**src/rtl/fetch_unit_pkg.sv**
```systemverilog
// Shared definitions for the instruction fetch stage: fetch FSM states,
// instruction field positions and PC update select encodings.
package fetch_unit_pkg;

  // Fetch FSM states
  typedef enum logic [1:0] {
    F_IDLE = 2'b00,
    F_WAIT = 2'b01,
    F_DONE = 2'b10
  } fetch_state_t;

  // Instruction field MSB positions inside the 16-bit IR
  localparam int OPC_MSB = 15;
  localparam int RD_MSB  = 11;
  localparam int RS_MSB  = 9;
  localparam int IMM_MSB = 7;

  // PC update select encodings
  localparam logic [1:0] PC_HOLD = 2'b00;
  localparam logic [1:0] PC_INC  = 2'b01;
  localparam logic [1:0] PC_JMP  = 2'b10;
  localparam logic [1:0] PC_CLR  = 2'b11;

endpackage

```
**src/rtl/fetch_unit_pc_reg.sv**
```systemverilog
// Program counter register with update mux and jump-completed pulse.
module fetch_unit_pc_reg
  import fetch_unit_pkg::*;
#(
  parameter int PC_W = 8
) (
  input  logic            clk,
  input  logic            rst,
  input  logic            en_pc_pulse,
  input  logic [1:0]      pc_ctrl,
  input  logic [7:0]      imm,
  output logic [PC_W-1:0] pc,
  output logic            pc_jump
);

  logic [PC_W-1:0] pc_next;

  // Select the candidate next PC from the update control code
  always_comb begin
    pc_next = pc;
    case (pc_ctrl)
      PC_HOLD: pc_next = pc;
      PC_INC:  pc_next = pc + PC_W'(1);
      PC_JMP:  pc_next = PC_W'(imm);
      PC_CLR:  pc_next = '0;
      default: pc_next = pc;
    endcase
  end

  // Apply the PC update on the strobe; flag a completed jump for one cycle
  always_ff @(posedge clk or posedge rst) begin
    if (rst) begin
      pc      <= '0;
      pc_jump <= 1'b0;
    end else begin
      pc_jump <= en_pc_pulse && (pc_ctrl == PC_JMP);
      if (en_pc_pulse) begin
        pc <= pc_next;
      end else begin
        pc <= pc;
      end
    end
  end

endmodule

```
**src/rtl/fetch_unit.sv**
```systemverilog
// Instruction fetch stage: owns the PC, issues ROM reads, holds the
// instruction register and decodes its fields for the control FSM.
module fetch_unit
  import fetch_unit_pkg::*;
#(
  parameter int PC_W    = 8,
  parameter int TIMEOUT = 15
) (
  input  logic            clk,
  input  logic            rst,
  input  logic            en_fetch_pulse,
  input  logic            en_pc_pulse,
  input  logic [1:0]      pc_ctrl,
  output logic [PC_W-1:0] rom_addr,
  output logic            rom_req,
  input  logic [15:0]     rom_data,
  input  logic            rom_valid,
  output logic            en1,
  output logic            pc_jump,
  output logic [3:0]      opcode,
  output logic [1:0]      rd,
  output logic [1:0]      rs,
  output logic [7:0]      imm,
  output logic [PC_W-1:0] pc,
  output logic            fetch_err
);

  // Last counter value before the abort; the abort edge makes the count reach TIMEOUT
  localparam logic [7:0] TO_LAST = 8'(TIMEOUT - 1);

  fetch_state_t state;
  fetch_state_t next_state;
  logic [15:0]  ir;
  logic [7:0]   tcnt;
  logic         to_hit;
  logic         ir_load;
  logic         abort;
  logic         addr_load;
  logic         busy_req;

  assign to_hit = (tcnt == TO_LAST);

  // Decode outputs are plain slices of the registered IR
  assign opcode = ir[OPC_MSB -: 4];
  assign rd     = ir[RD_MSB  -: 2];
  assign rs     = ir[RS_MSB  -: 2];
  assign imm    = ir[IMM_MSB -: 8];

  fetch_unit_pc_reg #(
    .PC_W(PC_W)
  ) u_pc_reg (
    .clk        (clk),
    .rst        (rst),
    .en_pc_pulse(en_pc_pulse),
    .pc_ctrl    (pc_ctrl),
    .imm        (imm),
    .pc         (pc),
    .pc_jump    (pc_jump)
  );

  // Fetch FSM state register
  always_ff @(posedge clk or posedge rst) begin
    if (rst) begin
      state <= F_IDLE;
    end else begin
      state <= next_state;
    end
  end

  // Fetch FSM next-state logic; valid data wins over a coincident timeout
  always_comb begin
    next_state = state;
    case (state)
      F_IDLE: begin
        if (en_fetch_pulse) next_state = F_WAIT;
        else                next_state = F_IDLE;
      end
      F_WAIT: begin
        if (rom_valid)   next_state = F_DONE;
        else if (to_hit) next_state = F_IDLE;
        else             next_state = F_WAIT;
      end
      F_DONE:  next_state = F_IDLE;
      default: next_state = F_IDLE;
    endcase
  end

  // Fetch FSM per-state actions feeding the registered outputs
  always_comb begin
    ir_load   = 1'b0;
    abort     = 1'b0;
    addr_load = 1'b0;
    busy_req  = 1'b0;
    case (state)
      F_IDLE: begin
        addr_load = en_fetch_pulse;
      end
      F_WAIT: begin
        ir_load  = rom_valid;
        abort    = !rom_valid && to_hit;
        busy_req = en_fetch_pulse;
      end
      F_DONE: begin
        busy_req = en_fetch_pulse;
      end
      default: begin
        ir_load = 1'b0;
      end
    endcase
  end

  // Registered handshakes derived from the state being entered
  always_ff @(posedge clk or posedge rst) begin
    if (rst) begin
      rom_req <= 1'b0;
      en1     <= 1'b0;
    end else begin
      rom_req <= (next_state == F_WAIT);
      en1     <= (next_state == F_DONE);
    end
  end

  // Capture the fetch address from the pre-update PC
  always_ff @(posedge clk or posedge rst) begin
    if (rst) begin
      rom_addr <= '0;
    end else if (addr_load) begin
      rom_addr <= pc;
    end else begin
      rom_addr <= rom_addr;
    end
  end

  // Instruction register; untouched by aborted fetches
  always_ff @(posedge clk or posedge rst) begin
    if (rst) begin
      ir <= 16'h0000;
    end else if (ir_load) begin
      ir <= rom_data;
    end else begin
      ir <= ir;
    end
  end

  // Timeout counter: counts WAIT cycles without valid, zero elsewhere
  always_ff @(posedge clk or posedge rst) begin
    if (rst) begin
      tcnt <= 8'd0;
    end else if ((state == F_WAIT) && !rom_valid && !to_hit) begin
      tcnt <= tcnt + 8'd1;
    end else begin
      tcnt <= 8'd0;
    end
  end

  // Sticky error: timeout or fetch request while busy
  always_ff @(posedge clk or posedge rst) begin
    if (rst) begin
      fetch_err <= 1'b0;
    end else begin
      fetch_err <= fetch_err | abort | busy_req;
    end
  end

endmodule

```
**config.mk**
```make
export PLATFORM = sky130hd
export DESIGN_NAME = fetch_unit
export DESIGN_NICKNAME = d
export VERILOG_FILES = /design/src/rtl/fetch_unit_pkg.sv /design/src/rtl/fetch_unit_pc_reg.sv /design/src/rtl/fetch_unit.sv
export SDC_FILE = /design/constraint.sdc
export NUM_CORES = 1
export LEC_CHECK = 0
export CAP_MARGIN = 20
export CORE_MARGIN = 1.5
export CORE_UTILIZATION = 40
export DETAILED_ROUTE_END_ITERATION = 8
export HOLD_SLACK_MARGIN = 0.03
export PLACE_DENSITY_LB_ADDON = 0.12
export REMOVE_ABC_BUFFERS = 1
export SETUP_SLACK_MARGIN = 0.15
export SLEW_MARGIN = 20
export SYNTH_ARGS = -nofsm -noshare
export SYNTH_HDL_FRONTEND = slang
export SYNTH_HIERARCHICAL = 1
export SYNTH_SLANG_ARGS = --single-unit
```
**constraint.sdc**
```tcl
create_clock -name clk -period 1.5 [get_ports clk]
set_input_delay 0.225 -clock clk [delete_from_list [all_inputs] [get_ports clk]]
set_output_delay 0.225 -clock clk [all_outputs]
set_load 0.02 [all_outputs]
```
Yosys cells after proc, flatten, opt, wreduce, memory -nomap -nowiden
Cells that the tools add are included.
Operators by class
  add/subtract/negate cells: 2
  eq/ne operators: 8
  muxes and demuxes: 10
  bitwise gates (word level): 3
  reduce and logical (&&, ||, !) cells: 10
Operators by type and width (count)
  $pmux W8 S3: 1
  $add A8 B1 Y8 const B: 2
  $eq A2 B2 Y1 const B: 4
  $eq A8 B4 Y1 const B: 1
  $mux W8: 1
  $eq A2 B1 Y1 const B: 3
  $mux W1: 6
  $logic_and A1 B1 Y1: 4
  $logic_not A2 Y1: 2
  $pmux W2 S2: 1
  $logic_not A1 Y1: 2
  $mux W2: 1
  $or A1 B1 Y1: 2
  $reduce_and A2 Y1: 1
  $reduce_or A2 Y1: 1
  $not A1 Y1: 1
Storage, ports and cells
  flip-flop bits (word level): 46
  input bits: 23
  output and inout port bits: 36
  logic and storage cells: 42

Depth between registers and ports, before layout
Gate-level depths: netlist of the first run.
  depth in word-level cells: 5
  mapped depth: 6
  depth with buffers taken out: 5

Modules after synthesis
Netlist of the first run, hierarchy kept.
By module, submodules not included
  fetch_unit: instances 1, cells each 106, area each 1481.4 um2, seq. area each 925.9 um2
  fetch_unit_pc_reg: instances 1, cells each 76, area each 656.9 um2, seq. area each 225.2 um2

Worst setup path before layout of the first run
OpenSTA, ideal clock, no wires.
  path kind: register -> register
  start: reg u_pc_reg.pc[0]
  end: reg u_pc_reg.pc[6]
  library setup time: 0.090 ns
  arrival time: 1.466 ns
  required time: 1.410 ns
  setup slack: -0.056 ns
  stages on the path, launching flop included: 5
  buffers on the path: 0
  clock period less this slack: 1.556 ns
  cells stage by stage: dfrtp_1 > ha_1 > nand3_1 > or4_1 > o2111ai_1
On the way
  cells in the longest elaborated chain, start to end: 2
RTL lines
  from (decl): line fetch_unit_pc_reg.sv:12  | output logic [PC_W-1:0] pc,
  from (signal assigned): line fetch_unit_pc_reg.sv:38  | pc <= pc_next;
  from (signal assigned): line fetch_unit_pc_reg.sv:40  | pc <= pc;
  $add A8 B1 Y8: line fetch_unit_pc_reg.sv:23  | PC_INC: pc_next = pc + PC_W'(1);
  $pmux W8 S3: line fetch_unit_pc_reg.sv:21  | case (pc_ctrl)
Every way passes these cells.
A chain may end at the register's enable or synchronous reset.

Final worst setup path of the first run
  start: reg state[0]
  end: reg ir[0]
On the way
  cells in the longest elaborated chain, start to end: 2
RTL lines
  from (decl): line fetch_unit.sv:31  | fetch_state_t state;
  from (signal assigned): line fetch_unit.sv:66  | state <= next_state;
  $eq A2 B1 Y1: line fetch_unit.sv:94  | case (state)
  $mux W1: line fetch_unit.sv:94
  to (signal assigned): line fetch_unit.sv:139  | ir <= rom_data;
  to (signal assigned): line fetch_unit.sv:141  | ir <= ir;
  to (decl): line fetch_unit.sv:33  | logic [15:0] ir;
Every way passes these cells.

==> reports/metrics.yaml, run 1 <==
fin_area_um2: 3176
numCtsBuffers: 5
hold_ws_ns: 0.2260
final_cells: 339
utilization: 0.6178
layout_setup_ws_ns: 0.1300
routed_wl_um: 4934
setup-violations-final: 0
seq_power_share: 0.379
crit_arrival_ns: 1.56
wl_per_cell_um: 14.55
placed_cell_area_um2: 2897
cp_num_buf_inv: 2
hpwl_um: 3324
cp-end-kind: "flop"
grt_antenna_before_repair: 0
r2r_slack_ns: 0.13
report.final.hold_viol_count: 0
grtUsageTotal: 0.1758
fin_crit_sh: 0.9133
rsz0062_at_grt: "true"
synth.distinct_cells: 42
synth_area_um2: 2138
hold_buffers: 0
gp_congestion: 0.8341
die_y_um: 76.12
drc: 0
syn_inst: 182
timing.final.crit_period_ns: 1.370
htreeDepth: 2
synth_top_area_share: 0.5383
swShare: 0.3675
root_buffer: "clkbuf_8"
pre_cts_slack_ns: -0.05323
status: "finished clean"
overflow: 0
grt_pass1_wl_um: 7962
cts_sinks: 46
p_sw_mw: 1.908
synth_edf_count: 0
clk_pin_slew_ns: 0.09
cp-start-kind: "flop"
grt_pass1_vias: 1646
std_cell_rows: 26
p_clk_frac: 0.154
postRouteAntennaNets: 0
hp-class: "in2async"
drv_slew: 0
path_delay_family: "flip-flops"
crit_path_top_delay_cell: "dfrtp_1"
ys.flop_type: "dfrtp_1"
clock_path_buffers: 2
placedCellCount: 319
synth_seq_cells: 46
synth_seq_area_share: 0.5383
ys_top_cells_by_count: "dfrtp_1, mux2_2, nand3_1, inv_1, nor2b_1"
synth_area_leaders: "dfrtp_1, mux2_2, ha_1"
die_w_um: 76.12
finClkSkew_ns: 0.007809
core_area_um2: 5140
p_leak_nw: 1.453
path_max_fanout: 8
cpPeakStageDelay_ns: 0.42
slew_headroom: 0.7410
internal-power_mw: 3.285
start_util: 0.4160
yosysWarningCount: 6
async_reset_ff_frac: 1.000
path_class: "reg2reg"
ir_worst_vdd_mv: 0.7857
area_growth_pct: 48.51
synth_top_area_cell: "dfrtp_1"
first_pass_iters: 4
cap_violations: 0
worstPathCellList: "ha_4, nand2_4, buf_6, buf_12, mux2_4"
p_comb_frac: 0.467
syn_avg_cell_area_um2: 11.75
drive_gt1_frac: 0.3011
post-synth-top-count-cell: "dfrtp_1"
crit_required_ns: 1.69
route.detailed.vias_per_inst: 5.047
cts_tree: "yes"
drt_iter0_drc: 85
worst_slew_pin_slew_ns: 0.3881
grt_max_degree: 21
io_pins: 59
worstSkewPairLatency_ns: 0.30
final_nets: 296
timing.fmax_mhz: 729.9
dieArea_um2: 5793
cellPowerDensity_nw_per_um2: 1636
place.port_buffers: 58
num_vias: 1711
antennaDiodeCount: 0
-- registers in the layout (all words and copies together), names as in the netlist --
| signal | flops |
|---|---|
| ir | 16 |
| rom_addr | 8 |
| tcnt | 8 |
| u_pc_reg/pc | 8 |
| state | 2 |
| en1 | 1 |
| fetch_err | 1 |
| rom_req | 1 |
| u_pc_reg/pc_jump | 1 |
-- layout make-up --
| class | instances | area, µm² |
|---|---|---|
| clock inverter | 1 | 8.758 |
| fill | 463 | 1964 |
| clock buffer | 7 | 86.33 |
| multi-input combinational | 122 | 1017 |
| tap | 70 | 87.58 |
| inverter | 9 | 33.78 |
| sequential | 46 | 1154 |
| timing repair buffer | 84 | 788.3 |
-- per-stage QoR --
stage               total power, mW  TNS (ns)
floorplan                     3.181  -0.05603
global placement              4.407  -0.04251
detailed placement            4.442  -0.09572
CTS                           5.095         0
global route                  5.508         0
finish                        5.194         0
-- cells by family after synthesis --
logic type,share of synthesized area
AOI/OAI and AO/OA,0.1059
DFF,0.5383
xor gates and xnor gates,0.01229
buffers and inverters,0.03218
adders and majority gates,0.02926
muxes,0.1358
and+or+nand+nor,0.1463
-- power groups by stage --
stage	sequential, mW	clock [mW]	combinational [mW]
2_1_floorplan	2.51	0	0.674
3_3_place_gp	1.99	0	2.42
6_report	1.97	0.800	2.43
4_1_cts	1.96	0.834	2.30
3_5_place_dp	2.00	0	2.44
5_1_grt	2.05	0.872	2.59
-- worst reg2reg max path: cells and delay by family (launching register included) --
| family | cells | cell delay (ns) |
|---|---|---|
| buffers and inverters | 2 | 0.25 |
| adder cells (fa/ha/maj) | 1 | 0.19 |
| multiplexers | 1 | 0.31 |
| flip-flops | 1 | 0.42 |
| AND/OR/NAND/NOR | 1 | 0.09 |
-- final timing paths --
path,startpoint,to,cells past startpoint
max in group asynchronous,rst,u_pc_reg/pc[2],2
setup reg to reg,state[0],ir[0],5
min in group clk,fetch_err,fetch_err,1
hold reg to reg,fetch_err,fetch_err,1
setup / recovery,state[0],ir[0],5
hold / removal,rst,u_pc_reg/pc[5],2
-- repair_timing --
action,in CTS,in global routing
resized for setup,50,29
pin swaps,7,13
setup endpoints to repair,48,43
gates cloned,2,0
setup buffers,5,5
-- placed cells by master (no fill, tap or decap), types with 3 or more instances in the layout --
cell,n
a21oi_1,6
a21oi_2,3
a31oi_1,4
buf_4,17
buf_6,6
clkbuf_8,6
clkdlybuf4s50_1,22
dfrtp_1,44
dlygate4sd2_1,32
ha_2,3
inv_1,8
mux2_2,16
mux2_4,8
nand2_1,5
nand2b_1,4
nand3_1,9
nor2_1,5
nor2b_1,8
o21ai_0,4
o21ai_1,4
or3_1,4
-- per-layer routing --
metal | track usage | share of wire
met1 | 0.2162 | 0.43
met2 | 0.2991 | 0.51
met3 | 0.05030 | 0.048
met4 | 0.05556 | 0.0061
met5 | 0 | 0
(Power assumes the default switching activity.)
==> run 2: changes to the inputs <==
--- a/config.mk
+++ b/config.mk
@@ -8,6 +8,7 @@
 export CAP_MARGIN = 20
 export CORE_MARGIN = 1.5
 export CORE_UTILIZATION = 40
+export CTS_BUF_LIST = sky130_fd_sc_hd__clkbuf_4 sky130_fd_sc_hd__clkbuf_8
 export DETAILED_ROUTE_END_ITERATION = 8
 export HOLD_SLACK_MARGIN = 0.03
 export PLACE_DENSITY_LB_ADDON = 0.12
==> reports/metrics.yaml, run 2 (synthesis gave the netlist of run 1 again) <==
rsz0062_at_grt: "true"
grt_pass1_wl_um: 7962  # unchanged
grt_antenna_before_repair: 0  # unchanged
largest_reg_flops: 16  # unchanged
cap_violations: 0  # unchanged
cellPowerDensity_nw_per_um2: 1639  # +0.20%
final_nets: 296  # unchanged
std_cell_rows: 26  # unchanged
hold_buffers: 0  # unchanged
drv_slew: 0  # unchanged
timing.final.crit_period_ns: 1.370  # -0.000008000 ns
area_growth_pct: 48.68
numCtsBuffers: 5  # unchanged
place.port_buffers: 58  # unchanged
cp-start-kind: "flop"
start_util: 0.4160  # unchanged
cp_num_buf_inv: 2  # unchanged
overflow: 0  # unchanged
final_cell_mix: "dfrtp_1, dlygate4sd2_1, clkdlybuf4s50_1"
cp-end-kind: "flop"
slew_headroom: 0.7410  # unchanged
core_area_um2: 5140  # unchanged
r2r_slack_ns: 0.13  # about the same
placedCellCount: 319  # unchanged
dieArea_um2: 5793  # unchanged
crit_path_top_delay_cell: "dfrtp_1"
crit_required_ns: 1.69  # about the same
postRouteAntennaNets: 0  # unchanged
grt_pass1_vias: 1646  # unchanged
die_y_um: 76.12  # unchanged
root_buffer: "clkbuf_8"
finalSetupTns_ns: 0  # unchanged
drt_iter0_drc: 85  # unchanged
layout_setup_ws_ns: 0.1300  # +0.000008000 ns
hp-class: "in2async"
cts_sinks: 46  # unchanged
status: "finished clean"
timing.fmax_mhz: 730.0  # about the same
clk_pin_slew_ns: 0.09  # about the same
worstPathCellList: "ha_4, nand2_4, buf_6, buf_12, mux2_4"
placed_cell_area_um2: 2897  # unchanged
regMostFlops: "ir"
path_max_fanout: 8  # unchanged
antennaDiodeCount: 0  # unchanged
route.detailed.vias_per_inst: 5.041  # -0.12%
grt_max_degree: 21  # unchanged
layout_commonest_cell: "dfrtp_1"
io_pins: 59  # unchanged
hpwl_um: 3324  # unchanged
cts_tree: "yes"
worstSkewPairLatency_ns: 0.30  # about the same
fin_crit_sh: 0.9133  # about the same
ir_worst_vdd_mv: 0.7857  # unchanged
drive_gt1_frac: 0.3048  # +0.003717
die_w_um: 76.12  # unchanged
report.final.hold_viol_count: 0  # unchanged
cpPeakStageDelay_ns: 0.42  # about the same
path_class: "reg2reg"
final_cells: 339  # unchanged
htreeDepth: 2  # unchanged
setup-violations-final: 0  # unchanged
gp_congestion: 0.8341  # unchanged
pre_cts_slack_ns: -0.05323  # unchanged
finClkSkew_ns: 0.007809  # -0.0000002800 ns
path_delay_family: "flip-flops"
wl_per_cell_um: 14.56  # about the same
routed_wl_um: 4937  # about the same
first_pass_iters: 4  # unchanged
p_leak_nw: 1.456  # +0.24%
drc: 0  # unchanged
clock_path_buffers: 2  # unchanged
num_vias: 1709  # -0.12%
crit_arrival_ns: 1.56  # about the same
fin_area_um2: 3179  # +0.12%
grtUsageTotal: 0.1758  # unchanged
worst_slew_pin_slew_ns: 0.3881  # unchanged
-- run 2: cell count changes in the layout (fill, tap and decap cells not counted) --
cell	before	now
clkbuf_4	0	1
clkbuf_1	1	0
-- run 2: timing repair --
item	CTS	global route
gates cloned	2	0
pin swaps	7	13
hold endpoints to repair	0	0
resized for setup	50	29
endpoints found under the setup margin	48	43
buffers inserted	5	5
-- run 2: power by group --
group          switching (mW)  total (mW)  leakage [nW]  internal [mW]
Sequential              0.290        1.97         0.561           1.68
Combinational            1.20        2.43         0.843           1.23
Clock                   0.417       0.816        0.0523          0.399
-- run 2: cell type report --
cell class	count	area [µm²]
clock buffers	7	90.09
flip-flops and latches	46	1154
repair buffers	84	788.3
fillers	461	1961
multi-input cells	122	1017
well taps	70	87.58
clock inverters	1	8.758
inverters	9	33.78
-- run 2: final timing paths --
path,cells past startpoint,start,to
max in group asynchronous,2,rst,u_pc_reg/pc[2]
worst max-delay path,5,state[0],ir[0]
worst max register to register,5,state[0],ir[0]
worst min register to register,1,fetch_err,fetch_err
worst min-delay path,2,rst,u_pc_reg/pc[5]
min in group clk,1,fetch_err,fetch_err
-- run 2: per-stage QoR --
| step | utilization | hold slack, ns | total power [mW] |
|---|---|---|---|
| after floorplan | - | 0.05292 | 3.181 |
| after global placement | 0.5635 | 0.4858 | 4.407 |
| after detailed placement | 0.5635 | 0.4847 | 4.442 |
| after CTS | 0.5971 | 0.2298 | 5.112 |
| after global routing | 0.6185 | 0.2597 | 5.526 |
| final | 0.6185 | 0.2260 | 5.210 |
-- run 2: routing by layer --
metal  vias to the layer above  GRT usage  share of wire  wire (µm)
li1                        833          -              -          -
met1                       839     0.2162           0.43       2136
met2                        33     0.2991           0.51       2532
met3                         4    0.05030          0.048        237
met4                         0    0.05556         0.0061         30
met5                         -          0              0          0
-- run 2: worst register-to-register path: cells and delay by family (launching register included) --
family / cells / cell delay [ns]
adder cells (fa/ha/maj): 1 / 0.19
buffers and inverters: 2 / 0.25
flip-flops: 1 / 0.42
multiplexers: 1 / 0.31
AND/OR/NAND/NOR: 1 / 0.09
==> run 3: changes to the inputs <==
==> constraint.sdc (replaced) <==
create_clock -name clk -period 1.49 [get_ports clk]
set_input_delay 0.2235 -clock clk [delete_from_list [all_inputs] [get_ports clk]]
set_output_delay 0.2235 -clock clk [all_outputs]
set_load 0.02 [all_outputs]
==> reports/metrics.yaml, run 3 (synthesis gave the netlist of run 1 again) <==
route.detailed.vias_per_inst: 5.062  # +0.41%
rsz0062_at_grt: "true"
cp-end-kind: "flop"
fin_area_um2: 3263  # +2.6%
std_cell_rows: 26  # unchanged
root_buffer: "clkbuf_8"
drv_slew: 0  # unchanged
drt_iter0_drc: 85  # unchanged
rr_startpoint: "tcnt[0]"
num_vias: 1711  # +0.12%
cellPowerDensity_nw_per_um2: 1708  # +4.2%
r2r-end: "state[0]"
setup-violations-final: 0  # unchanged
report.final.hold_viol_count: 0  # unchanged
start_util: 0.4160  # unchanged
hpwl_um: 3272  # -1.6%
hp-class: "in2async"
routed_wl_um: 5114  # +3.6%
clock_path_buffers: 2  # unchanged
postRouteAntennaNets: 0  # unchanged
cts_tree: "yes"
final_cell_mix: "dfrtp_1, dlygate4sd2_1, mux2_4"
first_pass_iters: 4  # unchanged
grt_antenna_before_repair: 0  # unchanged
io_pins: 59  # unchanged
n_fill_cell: 440  # -4.6%
p_leak_nw: 1.528  # +4.9%
largest_reg_flops: 16  # unchanged
grt_pass1_wl_um: 8114  # +1.9%
power_mw: 5.573  # +7.0%
fin_crit_sh: 0.9403  # +0.02696
placedCellCount: 320  # +0.31%
slew_headroom: 0.7405  # about the same
gp_congestion: 0.8238  # -1.2%
place.port_buffers: 58  # unchanged
path_class: "reg2reg"
finClkSkew_ns: 0.006117  # -0.001692 ns
drc: 0  # unchanged
r2r_slack_ns: 0.09  # -0.04 ns
ir_worst_vdd_mv: 1.066  # +36%
final_cells: 338  # -0.29%
multiInputGateArea_um2: 1087  # +6.9%
timing.final.crit_period_ns: 1.401  # +0.03104 ns
area_growth_pct: 52.60
die_w_um: 76.12  # unchanged
antennaDiodeCount: 0  # unchanged
die_y_um: 76.12  # unchanged
overflow: 0  # unchanged
timing.fmax_mhz: 713.8  # -2.2%
worstRegToRegCells: 6  # +1
crit_required_ns: 1.68  # about the same
htreeDepth: 2  # unchanged
drive_gt1_frac: 0.3172  # +0.01233
path_max_fanout: 5  # -3
status: "finished clean"
numCtsBuffers: 5  # unchanged
cap_violations: 0  # unchanged
final_nets: 295  # -0.34%
layout_commonest_cell: "dfrtp_1"
clk_pin_slew_ns: 0.09  # about the same
placed_cell_area_um2: 2904  # +0.26%
crit_arrival_ns: 1.59  # +0.03 ns
ff_latch_area_um2: 1155  # +0.11%
dieArea_um2: 5793  # unchanged
hold_ws_ns: 0.2217  # -0.004308 ns
core_area_um2: 5140  # unchanged
grt_pass1_vias: 1675  # +1.8%
regMostFlops: "ir"
worstSkewPairLatency_ns: 0.30  # about the same
cts_sinks: 46  # unchanged
grt_max_degree: 22  # +4.8%
grtUsageTotal: 0.1770  # +0.001149
cp-start-kind: "flop"
wl_per_cell_um: 15.13  # +3.9%
worst_slew_pin_slew_ns: 0.3888  # +0.0006984 ns
==> run 3: cell types whose count changed in the layout (fill, tap and decap cells not counted), moves of 2 or more <==
cell and change:
buf_4 -3, buf_6 +3, clkbuf_2 +2, mux2_2 -15
mux2_4 +15
==> run 3: worst max-delay path: stages, from the launching register on <==
cell	delay, ns
dfrtp_2	0.45
inv_2	0.08
ha_4	0.12
nand4b_1	0.18
buf_6	0.19
o21ai_4	0.21
nand2_1	0.07
==> run 3: power by group <==
part           total [mW]  leakage [nW]  internal, mW  switching [mW]
clock network       0.951        0.0548         0.519           0.432
logic                2.61         0.913          1.38            1.24
registers            2.01         0.560          1.69           0.318
total                5.57          1.53          3.58            1.99
==> run 3: layout make-up <==
cell class | instances | area share
Clock inverter | 2 | 0.01150
Sequential cell | 46 | 0.3539
Clock buffer | 6 | 0.02339
Timing Repair Buffer | 83 | 0.2408
Tap cell | 70 | 0.02684
Inverter | 9 | 0.01035
Multi-Input combinational cell | 122 | 0.3332
==> run 3: what timing repair did <==
action	CTS	global route
cloned	2	0
endpoints found under the setup margin	56	45
pin swaps	7	11
gates resized for setup	48	57
hold buffers	0	0
buffers inserted	5	3
==> run 3: worst max path at each step <==
stage                    from             end  slack, ns  depth (start not counted)
2_1_floorplan  u_pc_reg/pc[0]  u_pc_reg/pc[6]      -0.07                          4
3_3_place_gp       pc_ctrl[1]  u_pc_reg/pc[5]      -0.03                          4
3_5_place_dp       pc_ctrl[1]  u_pc_reg/pc[6]      -0.05                          4
4_1_cts               tcnt[0]       fetch_err       0.12                          6
5_1_grt               tcnt[0]        state[0]      0.001                          6
6_report              tcnt[0]        state[0]       0.09                          6
==> run 3: per-layer routing <==
layer / part of all wire / GRT usage / wire length (µm) / up-vias
li1: - / - / - / 824
met1: 0.43 / 0.2211 / 2223 / 846
met2: 0.51 / 0.2973 / 2589 / 35
met3: 0.046 / 0.04551 / 236 / 6
met4: 0.013 / 0.06296 / 65 / 0
met5: 0 / 0 / 0 / -
==> run 3: through the flow <==
stage | utilization | worst slack (ns) | TNS, ns
after floorplan | - | -0.06603 | -0.06603
after global placement | 0.5650 | -0.03064 | -0.06107
after detailed placement | 0.5650 | -0.04935 | -0.09459
after CTS | 0.5957 | 0.1166 | 0
after global routing | 0.6349 | 0.001402 | 0
final | 0.6349 | 0.08901 | 0
==> RTL change 1: new RTL, config.mk and constraints of run 2 <==
Re-encode `fetch_state_t` (3 states) as one-hot, 3 bits wide.
--- a/src/rtl/fetch_unit_pkg.sv
+++ b/src/rtl/fetch_unit_pkg.sv
@@ -3,10 +3,10 @@
 package fetch_unit_pkg;
 
   // Fetch FSM states
-  typedef enum logic [1:0] {
-    F_IDLE = 2'b00,
-    F_WAIT = 2'b01,
-    F_DONE = 2'b10
+  typedef enum logic [2:0] {
+    F_IDLE = 3'b001,
+    F_WAIT = 3'b010,
+    F_DONE = 3'b100
   } fetch_state_t;
 
   // Instruction field MSB positions inside the 16-bit IR
Function: same outputs for any inputs over 10 cycles, from zero or initial values and one cycle with rst high; not proved beyond that.
==> RTL change 1 against run 2 <==
  * The run now ends with setup timing left
  * Total power rose by 9.6%
  * Worst setup slack got worse by 0.25 ns
  * Sequential cell count rose by 1
  * Cell area rose by 9.9%
  * Synthesized area rose by 5.0%
  * Utilization rose by 2.0 points
  * Routed wire length rose by 15%
  * Hold slack improved by 0.014 ns
  * Clock power fell by 5.8%
  * Final cell count rose by 6.2%
  * Sequential power rose by 5%
  * Sequential share of layout area fell by 2.4 points
  * Die area rose by 4.8%
  * Critical endpoint is now fetch_err
  * Largest power group unchanged
  * Highest routed layer unchanged
==> RTL change 1: results (changes against run 2) <==
| Result | This run | Unit | vs run 2 |
|:---|:---|:---|:---|
| Outcome | finished with violations | - |  |
| Violated checks | setup timing | - |  |
| Total wire length after detailed routing | 5670 | um | +15% |
| Setup Skew | 0.0103 | ns | +0.00250 ns |
| Sequential group power | 2.07 | mW | +5% |
| Sequential cell fraction of total power | 0.362 | - | -0.015 |
| Placer's final routability congestion estimate | 0.754 | - | -9.6% |
| H-Tree Level Count | 2 | - | unchanged |
| Met2 wire len | 2760 | um | +8.9% |
| Final cell count without fillers | 360 | - | +6.2% |
| Leakage component of the power | 1.58 | nW | +8.4% |
| Largest cells by area after synthesis | sky130_fd_sc_hd__dfrtp_1 51%, sky130_fd_sc_hd__mux2_2 13%, sky130_fd_sc_hd__nand3_1 2.7% | - |  |
| Total instance count after detailed placement | 333 | - | +4.4% |
| Sw Ratio | 0.367 | - | +0.000581 |
| Fraction of the yosys area taken by sequential cells | 0.525 | - | -0.0138 |
| M1 GR Usage | 0.250 | - | +0.0334 |
| Number of vias per cell after detailed routing | 5.07 | - | +0.56% |
| Worst reg2reg endpoint | fetch_err | - |  |
| DRT iter0 DRCs | 73 | - | -14% |
| Number of failing setup endpoints in the final timing report | 10 | - | +10 |
| M2 GR Usage | 0.314 | - | +0.0148 |
| Depth of the worst register-to-register path | 6 | - | +1 |
| Maximum net fanout on the critical path | 3 | - | -5 |
| Ranking of synthesized cells by instance count | 46 x sky130_fd_sc_hd__dfrtp_1, 25 x sky130_fd_sc_hd__mux2_2, 12 x sky130_fd_sc_hd__nand3_1, 8 x sky130_fd_sc_hd__a21oi_1, 8 x sky130_fd_sc_hd__nor2b_1 | - |  |
| Slowest-stage cell, CP | sky130_fd_sc_hd__or4b_4 | - |  |
| Arr. time, crit path | 1.87 | ns | +0.31 ns |
| Detailed-routed wire length on met3 | 220 | um | -7.2% |
| Count of mapped cells out of synthesis | 188 | - | +3.3% |
| HPWL reported at the end of detailed placement | 3450 | um | +3.8% |
| Buffers inserted by post-CTS timing repair | 6 | - | +1 |
| Setup slack after placement | -0.253 | ns | -0.200 ns |
| Startpoint of the worst register-to-register path | tcnt[0] | - |  |
| VDD IR max | 0.000791 | V | +0.66% |
| Number of nets in the finished design | 313 | - | +5.7% |
| Setup slack after layout | -0.122 | ns | -0.252 ns |
| Yosys cell types | 49 | - | +17% |
| Final TNS setup | -0.707 | ns | -0.707 ns |
RTL change 1: metrics by stage:
stage           util  hold slack (ns)
4_1_cts        0.615            0.248
2_1_floorplan      -           0.0529
6_report       0.638            0.240
3_5_place_dp   0.561            0.473
5_1_grt        0.638            0.276
3_3_place_gp   0.561            0.472
RTL change 1: logic make-up after synthesis:
family / Yosys count / share of synthesized area
AND/OR/NAND/NOR: 57 / 0.171
AO/OA/AOI/OAI: 37 / 0.109
adder cells (fa/ha/maj): 3 / 0.0167
multiplexers: 27 / 0.134
flip-flops: 47 / 0.525
buffers and inverters: 15 / 0.0373
XOR/XNOR: 2 / 0.00781
RTL change 1: area by class of cell:
class	count	area, um2
repair buffers	100	960
clock inverters	3	18.8
multi-input cells	126	1140
well taps	72	90.1
inverters	7	26.3
clock buffers	5	68.8
fillers	460	1980
flip-flops and latches	47	1180
==> RTL change 2: new RTL, settings of run 2 <==
Made on the original files. `PC_W` is set to 8 in 2 places; all go to 6.
--- a/src/rtl/fetch_unit_pc_reg.sv
+++ b/src/rtl/fetch_unit_pc_reg.sv
@@ -2,7 +2,7 @@
 module fetch_unit_pc_reg
   import fetch_unit_pkg::*;
 #(
-  parameter int PC_W = 8
+  parameter int PC_W = 6
 ) (
   input  logic            clk,
   input  logic            rst,
--- a/src/rtl/fetch_unit.sv
+++ b/src/rtl/fetch_unit.sv
@@ -3,7 +3,7 @@
 module fetch_unit
   import fetch_unit_pkg::*;
 #(
-  parameter int PC_W    = 8,
+  parameter int PC_W    = 6,
   parameter int TIMEOUT = 15
 ) (
   input  logic            clk,
Ports: changed (resized pc and rom_addr); port bits go from 59 to 55. No check against the original RTL was run, so the function may have changed too.
==> RTL change 2 against run 2 <==
  * Synthesized area fell by 12%
  * Final cell count decreased by 17%
  * Sequential cell count shrank 4
  * Routed wire length decreased by 12%
  * Cell area fell by 13%
  * Highest routed layer unchanged
  * Worst setup slack worse by 0.0046 ns
  * Total power down 15%
  * Hold slack worse by 0.022 ns
  * Maximum frequency down 0.33%
==> RTL change 2: results (changes against run 2) <==
| Result | This run | Unit | vs run 2 |
|:---|:---|:---|:---|
| Outcome | finished, final reports clean | - |  |
| R2r setup slk | 0.13 | ns |  |
| Depth of the worst register-to-register path | 5 | - | unchanged |
| Maximum net fanout on the critical path | 5 | - | -3 |
| Arr. time, crit path | 1.54 | ns | -0.02 ns |
| Maximum number of pins on one net before global-route repair | 36 | - | +71% |
| Share of layout cells above drive strength 1 | 0.271 | - | -0.0341 |
| TritonCTS Buffers | 5 | - | unchanged |
| Wire length of the first global-routing pass | 7060 | um | -11% |
| Leakage component of the power | 1.25 | nW | -14% |
| Setup Crit Path Kind | reg -> reg | - |  |
| Number of antenna violations at the first check in global routing | 0 | - | unchanged |
| Count of buffers inserted at the top-level ports | 54 | - | -6.9% |
| Startpoint of the worst register-to-register path | tcnt[0] | - |  |
| Max incr delay on CP | 0.40 | ns | -0.02 ns |
| Vias | 1454 | - | -15% |
| HPWL reported at the end of detailed placement | 2860 | um | -14% |
| Registers with the most flip-flops | ir: 16 flops, tcnt: 8 flops | - |  |
| Placer's final routability congestion estimate | 0.778 | - | -6.8% |
| Clock latency on the worst-skew pair | 0.29 | ns |  |
| Setup Skew | 0.00507 | ns | -0.00274 ns |
| Max Cap Violations | 0 | - | unchanged |
| Register clock-pin slew on the reported worst setup and hold paths | 0.08 | ns |  |
| Average detailed-routed wire length per instance | 15.4 | um | +6.0% |
| Met3 usage in global routing | 0.0577 | - | +0.00737 |
| H-Tree Level Count | 2 | - | unchanged |
| M1 GR Usage | 0.226 | - | +0.00947 |
| M2 GR Usage | 0.298 | - | -0.00107 |
| Fraction of registers with async set or reset after synthesis | 1.00 | - | unchanged |
| GRT Util Overall | 0.179 | - | +0.00291 |
| Number of iterations in the first detailed-routing pass | 6 | - | +2 |
| Family of cells with the greatest summed delay on the critical path | flip-flops | - |  |
| DRT iter0 DRCs | 77 | - | -9.4% |
| Worst hold path type | in -> async | - |  |
| Slew at the pin closest to its max-slew limit | 0.290 | ns | -0.0978 ns |
| Number of vias per cell after detailed routing | 5.17 | - | +2.6% |
| Fraction of the yosys area taken by sequential cells | 0.559 | - | +0.0206 |
| Vias in the first global route | 1437 | - | -13% |
| Ranking of synthesized cells by instance count | 42 x sky130_fd_sc_hd__dfrtp_1, 22 x sky130_fd_sc_hd__mux2_2, 10 x sky130_fd_sc_hd__inv_1 | - |  |
| Number of nets in the finished design | 256 | - | -14% |
| Largest cells by area after synthesis | sky130_fd_sc_hd__dfrtp_1 56%, sky130_fd_sc_hd__mux2_2 13%, sky130_fd_sc_hd__ha_1 3.3% | - |  |
| Count of mapped cells out of synthesis | 155 | - | -15% |
| Yosys cell types | 35 | - | -17% |
| Last element of the critical path | state[0] | - |  |
| Most used flip-flop cell after synthesis | sky130_fd_sc_hd__dfrtp_1 | - |  |
| VDD IR max | 0.000812 | V | +3.3% |
| Area after DPL | 2540 | um2 | -12% |
## RTL change 2: layout make-up
type / instances / area, um2
clock inverter: 2 / 13.8
multi-input combinational: 100 / 850
timing repair buffer: 69 / 678
clock buffer: 6 / 76.3
sequential: 42 / 1050
tap: 52 / 65.1
fill: 380 / 1670
inverter: 10 / 37.5
## RTL change 2: worst min path at each step
stage,from,endpoint,depth (start not counted)
2_1_floorplan,rst,u_pc_reg/pc[0],1
3_3_place_gp,fetch_err,fetch_err,1
3_5_place_dp,fetch_err,fetch_err,1
4_1_cts,rst,u_pc_reg/pc[1],2
6_report,rst,u_pc_reg/pc[3],2
5_1_grt,rst,u_pc_reg/pc[1],2
## RTL change 2: where the power goes
part / internal [mW] / total [mW] / switching [mW]
Sequential: 1.52 / 1.79 / 0.268
Clock: 0.347 / 0.728 / 0.382
Combinational: 0.944 / 1.92 / 0.980
## RTL change 2: kinds of logic after synthesis
group           after synthesis  synth area share
flops                        42             0.559
simple gates                 41             0.126
compound gates               27            0.0998
mux                          23             0.137
buf+inv                      14            0.0306
fa+ha+maj                     5            0.0333
xor+xnor                      3            0.0140
## RTL change 2: metrics by stage
stage / hold WS, ns / power, mW / setup WS [ns]
after global routing: 0.224 / 4.71 / 0.0710
after detailed placement: 0.480 / 3.81 / 0.000758
after floorplan: 0.0284 / 2.78 / 0.0962
after CTS: 0.203 / 4.38 / 0.117
after global placement: 0.471 / 3.76 / 0.0442
final: 0.204 / 4.44 / 0.125
## RTL change 2: timing repair
item / 4_1_cts / 5_1_grt
pin swaps: 6 / 7
gates cloned: 2 / 1
setup buffers: 5 / 1
endpoints found under the setup margin: 58 / 26
gates resized for setup: 37 / 16
## RTL change 2: per-layer routing
metal	vias to the layer above	wire (um)
li1	703	-
met1	696	1830
met2	51	2200
met3	4	256
met4	0	46
met5	-	0
